## src/rtl/uxa_ps2_txlgc.sv

```systemverilog
// Host-to-device PS/2 transmitter: inhibits the bus, requests to send, then shifts one
// command byte (odd parity, stop) out on device clock falls and checks the device ack.
module uxa_ps2_txlgc #(
  parameter int INHIBIT_CYCLES = 1250,
  parameter int TIMEOUT_CYCLES = 187500
) (
  input  logic       sys_clk_i,
  input  logic       sys_reset_i,
  input  logic [7:0] dat_i,
  input  logic       we_i,
  output logic       busy_o,
  output logic       done_o,
  output logic       err_o,
  input  logic       ps2_c_i,
  input  logic       ps2_d_i,
  output logic       ps2_c_oe_o,
  output logic       ps2_d_oe_o
);

  localparam int MAXC = (INHIBIT_CYCLES > TIMEOUT_CYCLES) ? INHIBIT_CYCLES : TIMEOUT_CYCLES;
  localparam int CW   = $clog2(MAXC + 1);

  typedef enum logic [2:0] {
    S_IDLE, S_INHIBIT, S_START, S_REQ, S_SHIFT, S_ACK, S_WAITIDLE
  } state_t;

  state_t        r_state, w_state_next;
  logic [1:0]    r_c_sync, r_d_sync;
  logic          r_c_prev;
  logic [9:0]    r_shift, w_shift_next;
  logic [3:0]    r_bit_cnt, w_bit_cnt_next;
  logic [CW-1:0] r_cnt, w_cnt_next;
  logic          r_busy, w_busy_next;
  logic          r_done, w_done_next;
  logic          r_err, w_err_next;
  logic          r_c_oe, w_c_oe_next;
  logic          r_d_oe, w_d_oe_next;

  logic w_fall, w_in_xfer, w_timeout;

  assign w_fall    = r_c_prev & ~r_c_sync[1];
  assign w_in_xfer = (r_state == S_REQ) || (r_state == S_SHIFT) ||
                     (r_state == S_ACK) || (r_state == S_WAITIDLE);
  assign w_timeout = w_in_xfer && (r_cnt == CW'(TIMEOUT_CYCLES - 1));

  // Synchronizers idle high so a reset never fabricates a clock fall.
  always_ff @(posedge sys_clk_i or negedge sys_reset_i) begin
    if (!sys_reset_i) begin
      r_state   <= S_IDLE;
      r_c_sync  <= 2'b11;
      r_d_sync  <= 2'b11;
      r_c_prev  <= 1'b1;
      r_shift   <= '0;
      r_bit_cnt <= '0;
      r_cnt     <= '0;
      r_busy    <= 1'b0;
      r_done    <= 1'b0;
      r_err     <= 1'b0;
      r_c_oe    <= 1'b0;
      r_d_oe    <= 1'b0;
    end else begin
      r_state   <= w_state_next;
      r_c_sync  <= {r_c_sync[0], ps2_c_i};
      r_d_sync  <= {r_d_sync[0], ps2_d_i};
      r_c_prev  <= r_c_sync[1];
      r_shift   <= w_shift_next;
      r_bit_cnt <= w_bit_cnt_next;
      r_cnt     <= w_cnt_next;
      r_busy    <= w_busy_next;
      r_done    <= w_done_next;
      r_err     <= w_err_next;
      r_c_oe    <= w_c_oe_next;
      r_d_oe    <= w_d_oe_next;
    end
  end

  always_comb begin
    w_state_next   = r_state;
    w_shift_next   = r_shift;
    w_bit_cnt_next = r_bit_cnt;
    w_cnt_next     = r_cnt;
    w_busy_next    = r_busy;
    w_done_next    = 1'b0;
    w_err_next     = 1'b0;
    w_c_oe_next    = r_c_oe;
    w_d_oe_next    = r_d_oe;

    if (w_timeout) begin
      w_state_next = S_IDLE;
      w_c_oe_next  = 1'b0;
      w_d_oe_next  = 1'b0;
      w_busy_next  = 1'b0;
      w_err_next   = 1'b1;
    end else begin
      case (r_state)
        S_IDLE: begin
          // A start strobe coinciding with the done pulse is dropped.
          if (we_i && !r_done) begin
            w_shift_next = {1'b1, ~^dat_i, dat_i};
            w_busy_next  = 1'b1;
            w_c_oe_next  = 1'b1;
            w_d_oe_next  = 1'b0;
            w_cnt_next   = '0;
            w_state_next = S_INHIBIT;
          end
        end
        S_INHIBIT: begin
          if (r_cnt == CW'(INHIBIT_CYCLES - 1)) begin
            w_d_oe_next  = 1'b1;
            w_cnt_next   = '0;
            w_state_next = S_START;
          end else begin
            w_cnt_next = r_cnt + 1'b1;
          end
        end
        S_START: begin
          w_c_oe_next    = 1'b0;
          w_d_oe_next    = 1'b1;
          w_cnt_next     = '0;
          w_bit_cnt_next = '0;
          w_state_next   = S_REQ;
        end
        S_REQ, S_SHIFT: begin
          w_cnt_next = r_cnt + 1'b1;
          if (w_fall) begin
            w_d_oe_next    = ~r_shift[r_bit_cnt];
            w_bit_cnt_next = r_bit_cnt + 1'b1;
            w_state_next   = (r_bit_cnt == 4'd9) ? S_ACK : S_SHIFT;
          end
        end
        S_ACK: begin
          w_cnt_next = r_cnt + 1'b1;
          if (w_fall) begin
            w_d_oe_next = 1'b0;
            if (!r_d_sync[1]) begin
              w_state_next = S_WAITIDLE;
            end else begin
              w_err_next   = 1'b1;
              w_busy_next  = 1'b0;
              w_state_next = S_IDLE;
            end
          end
        end
        S_WAITIDLE: begin
          w_cnt_next = r_cnt + 1'b1;
          if (r_c_sync[1] && r_d_sync[1]) begin
            w_done_next  = 1'b1;
            w_busy_next  = 1'b0;
            w_state_next = S_IDLE;
          end
        end
        default: w_state_next = S_IDLE;
      endcase
    end
  end

  assign busy_o     = r_busy;
  assign done_o     = r_done;
  assign err_o      = r_err;
  assign ps2_c_oe_o = r_c_oe;
  assign ps2_d_oe_o = r_d_oe;

endmodule

```

## config.mk

```make
export PLATFORM = sky130hd
export DESIGN_NAME = uxa_ps2_txlgc
export DESIGN_NICKNAME = d
export VERILOG_FILES = /design/src/rtl/uxa_ps2_txlgc.sv
export SDC_FILE = /design/constraint.sdc
export NUM_CORES = 1
export LEC_CHECK = 0
export BUFFER_PORTS_ARGS = -buffer_cell sky130_fd_sc_hd__buf_2
export CORE_MARGIN = 2
export CORE_UTILIZATION = 55
export CTS_BUF_LIST = sky130_fd_sc_hd__clkbuf_4
export DETAILED_ROUTE_END_ITERATION = 6
export PLACE_DENSITY = 0.73
export SLEW_MARGIN = 20
export SYNTH_ARGS = -nofsm -noshare
export SYNTH_HDL_FRONTEND = slang
export SYNTH_SLANG_ARGS = --single-unit
```

## constraint.sdc

```tcl
create_clock -name sys_clk_i -period 2.5 [get_ports sys_clk_i]
set_input_delay 0.375 -clock sys_clk_i [delete_from_list [all_inputs] [get_ports sys_clk_i]]
set_output_delay 0.375 -clock sys_clk_i [all_outputs]
set_load 0.02 [all_outputs]
```

==> results by group <==
Die
  – Die Footprint: 0.00551 sq mm
  – I/O pin total: 18
  – Die width: ~74 um
  – Die H: roughly 74 um
  – Initial Utilization: 0.571
  – # rows: 25
  – Core area: 0.00475 sq mm

CTS
  – Clock buffer depth: 2
  – CTS tree: done
  – H-tree levels: 2
  – Post_cts resized: 0
  – Setup Buffers After CTS: 0
  – CTS sink cnt: 45
  – Root Driver: clkbuf_4
  – Clock-pin slew on the worst setup and hold paths: 130 ps
  – TritonCTS buffer count: 5
  – Number of hold buffers added after cts: 0
  – Worst-Skew Late Latency: 360 ps

Synth
  – Post-synthesis cell count: 294
  – Synth area leader: dfrtp_1
  – #FFs+latches synth: 45
  – Post-synth top area share: 0.369
  – Netlist cell types: 62
  – YS warnings: 0
  – Mapped Nets: 311
  – Sequential area share after synthesis: 0.417
  – Syn_area_per_cell: around 9 sq um
  – Synthesized area: approximately 0.0027 sq mm
  – Synth async-reset ratio: 1.00
  – Top cells by area, synth: dfrtp_1, nand2_1, nor2_1, dfstp_2, xnor2_1
  – EDFF count, synth: 0
  – Top FF cell, synth: dfrtp_1

Worst setup path
  – Kind of end point of the critical path: flop
  – CP max FO: 16
  – Worst Path Required: about 2700 ps
  – CP Launch Type: flop
  – Critical path type: reg2reg
  – Worst endpoint data arrival time: 2440 ps

Outcome
  – Status: complete, no violations

Route
  – Routed wire per std cell: ~15 um
  – Drt via density: 5.70
  – DR vias: 2194
  – Final wirelength: 5.60 mm
  – # DRC: 0
  – Initial DRC Count: 335
  – Antenna-violating nets left: 0
  – 1st-pass router iterations: 4

Timing
  – Setup TNS: 0 ps
  – Final setup vio count: 0
  – Final slew viol count: 0
  – Worst Tran Pin Value: 705 ps
  – Rel. slew slack: 0.530
  – RSZ-0062 raised after global routing: no
  – Final min period: 2190 ps
  – Setup WS post-layout: 308 ps
  – Final worst-path cycle share: 0.877
  – Final Skew: 8.68 ps
  – Final Hold Vio Count: 0
  – Max Fclk: about 0.46 GHz

Global routing
  – Largest net degree at the start of global routing: 45
  – Global routing usage on met2: 0.324
  – Overflow after GRT: 0
  – Number of global-route vias before repair: 1998
  – Overall Global Routing Usage: 0.226
  – M1 GR Usage: 0.342
  – First-pass GRT wire length: between 9 and 10 mm
  – Met3 Use GR: 0.0515
  – Initial antenna violation count: 0
  – Grt peak-use layer: met1

Min path
  – Tightest Hold Check Type: in2reg

Placement
  – Place WS: around 330 ps
  – HPWL Detailed: between 4 and 5 mm
  – Placer Congestion: 0.956
  – IO Port Bufs: 17

Cells and area
  – Antenna cells: 0
  – Share of layout cells above drive strength 1: 0.192
  – Area grow syn2layout: 9.31%
  – Final nets: 334

Pwr
  – Leak pwr: 1.31 nW
  – Worst vdd ir: 0.000266 V
  – P per Cell Area: 423 mW/mm^2

Run
  – Max-cap violation count: 0
layout by cell type (no fill, tap or decap), types with 2 or more instances in the layout:
cell type,Yosys,final
buf_2,0,17
clkbuf_4,0,5
and3_2,2,2
and4_1,3,3
a31oi_1,3,3
or2_2,3,3
mux2i_1,5,5
a21o_1,2,2
xor2_1,9,9
dfrtp_1,40,40
o221ai_1,2,2
nand3b_1,2,2
nand2b_1,5,5
nand4b_1,2,2
o21ai_0,11,11
nor3_1,9,9
a21oi_1,9,9
ha_1,4,4
buf_4,0,10
nor3_2,2,2
and3_1,2,2
inv_1,8,8
nand2_1,45,45
nor4_1,5,5
dfstp_2,5,5
nor2_1,36,36
nand3_1,12,12
xnor2_1,15,15
and2_1,2,2
nand4_1,5,5
a32o_1,3,3
Yosys cell counts (2+ instances only):
library cell  instances
nand2_1              45
dfrtp_1              40
nor2_1               36
xnor2_1              15
nand3_1              12
o21ai_0              11
a21oi_1               9
nor3_1                9
xor2_1                9
inv_1                 8
clkbuf_1              7
dfstp_2               5
mux2i_1               5
nand2b_1              5
nand4_1               5
nor4_1                5
ha_1                  4
a31oi_1               3
a32o_1                3
and4_1                3
buf_6                 3
or2_2                 3
a21o_1                2
and2_1                2
and3_1                2
and3_2                2
clkbuf_8              2
nand3b_1              2
nand4b_1              2
nor3_2                2
o221ai_1              2
logic make-up after synthesis:
group,after synthesis,share of synthesized area
buf+inv,21,0.0480
mux,6,0.0267
compound gates,45,0.119
xor+xnor,24,0.0775
fa+ha+maj,4,0.0184
flops,45,0.417
simple gates,149,0.293
power by group:
| part | total (mW) | switching [mW] | internal [mW] | leakage [nW] |
|---|---|---|---|---|
| logic | 0.0637 | 0.0352 | 0.0285 | 0.686 |
| clock network | 0.453 | 0.245 | 0.207 | 0.0389 |
| registers | 0.738 | 0.00277 | 0.735 | 0.582 |
| total | 1.25 | 0.283 | 0.971 | 1.31 |
flip-flops by register name, indices dropped and copies added (netlist names), 2 cells and up:
signal,count
r_cnt,18
r_state,3
r_d_sync,2
r_c_sync,2
r_bit_cnt,4
r_shift,10
worst paths after layout:
check | cells after the start | slack (ps) | startpoint | end
worst max-delay path | 6 | 310 | r_cnt[4] | r_cnt[10]
worst min-delay path | 1 | 90 | ps2_c_i | r_c_sync[0]
worst max register to register | 6 | 310 | r_cnt[4] | r_cnt[10]
worst min register to register | 0 | 370 | r_d_sync[0] | r_d_sync[1]
max in group asynchronous | 4 | 1420 | sys_reset_i | r_c_sync[0]
min in group asynchronous | 2 | 410 | sys_reset_i | r_bit_cnt[1]
area by class of cell:
| class | count | area [sq um] |
|---|---|---|
| fillers | 404 | 1790 |
| multi-input cells | 228 | 1450 |
| flip-flops and latches | 45 | 1130 |
| repair buffers | 29 | 190 |
| well taps | 67 | 83.8 |
| clock inverters | 3 | 41.3 |
| clock buffers | 5 | 37.5 |
| inverters | 8 | 30.0 |
per-layer routing:
| metal | up-vias | part of all wire | routed length [um] |
|---|---|---|---|
| li1 | 1076 | - | - |
| met1 | 1025 | 0.48 | 2680 |
| met2 | 80 | 0.43 | 2420 |
| met3 | 13 | 0.070 | 392 |
| met4 | 0 | 0.020 | 113 |
| met5 | - | 0 | 0 |
worst max-delay path, cell delays in order (launching register included):
cell and delay [ps]:
dfrtp_1 470, or4_4 600, nor2_8 180, a21oi_4 100, or2_4 280, nor2_4 320, nor2_1 110
metrics by stage:
| step | hold WS, ps | util | instances | power, mW | instance area (sq um) |
|---|---|---|---|---|---|
| final | 94.1 | 0.624 | 385 | 1.25 | 2970 |
| after global placement | 348 | 0.601 | 375 | 0.811 | 2860 |
| after detailed placement | 350 | 0.601 | 375 | 0.812 | 2860 |
| after global routing | 67.5 | 0.624 | 385 | 1.30 | 2970 |
| after CTS | 82.1 | 0.618 | 383 | 1.26 | 2940 |
| after floorplan | 79.4 | - | 294 | 0.780 | 2710 |
Power figures use the tool's default switching activity.
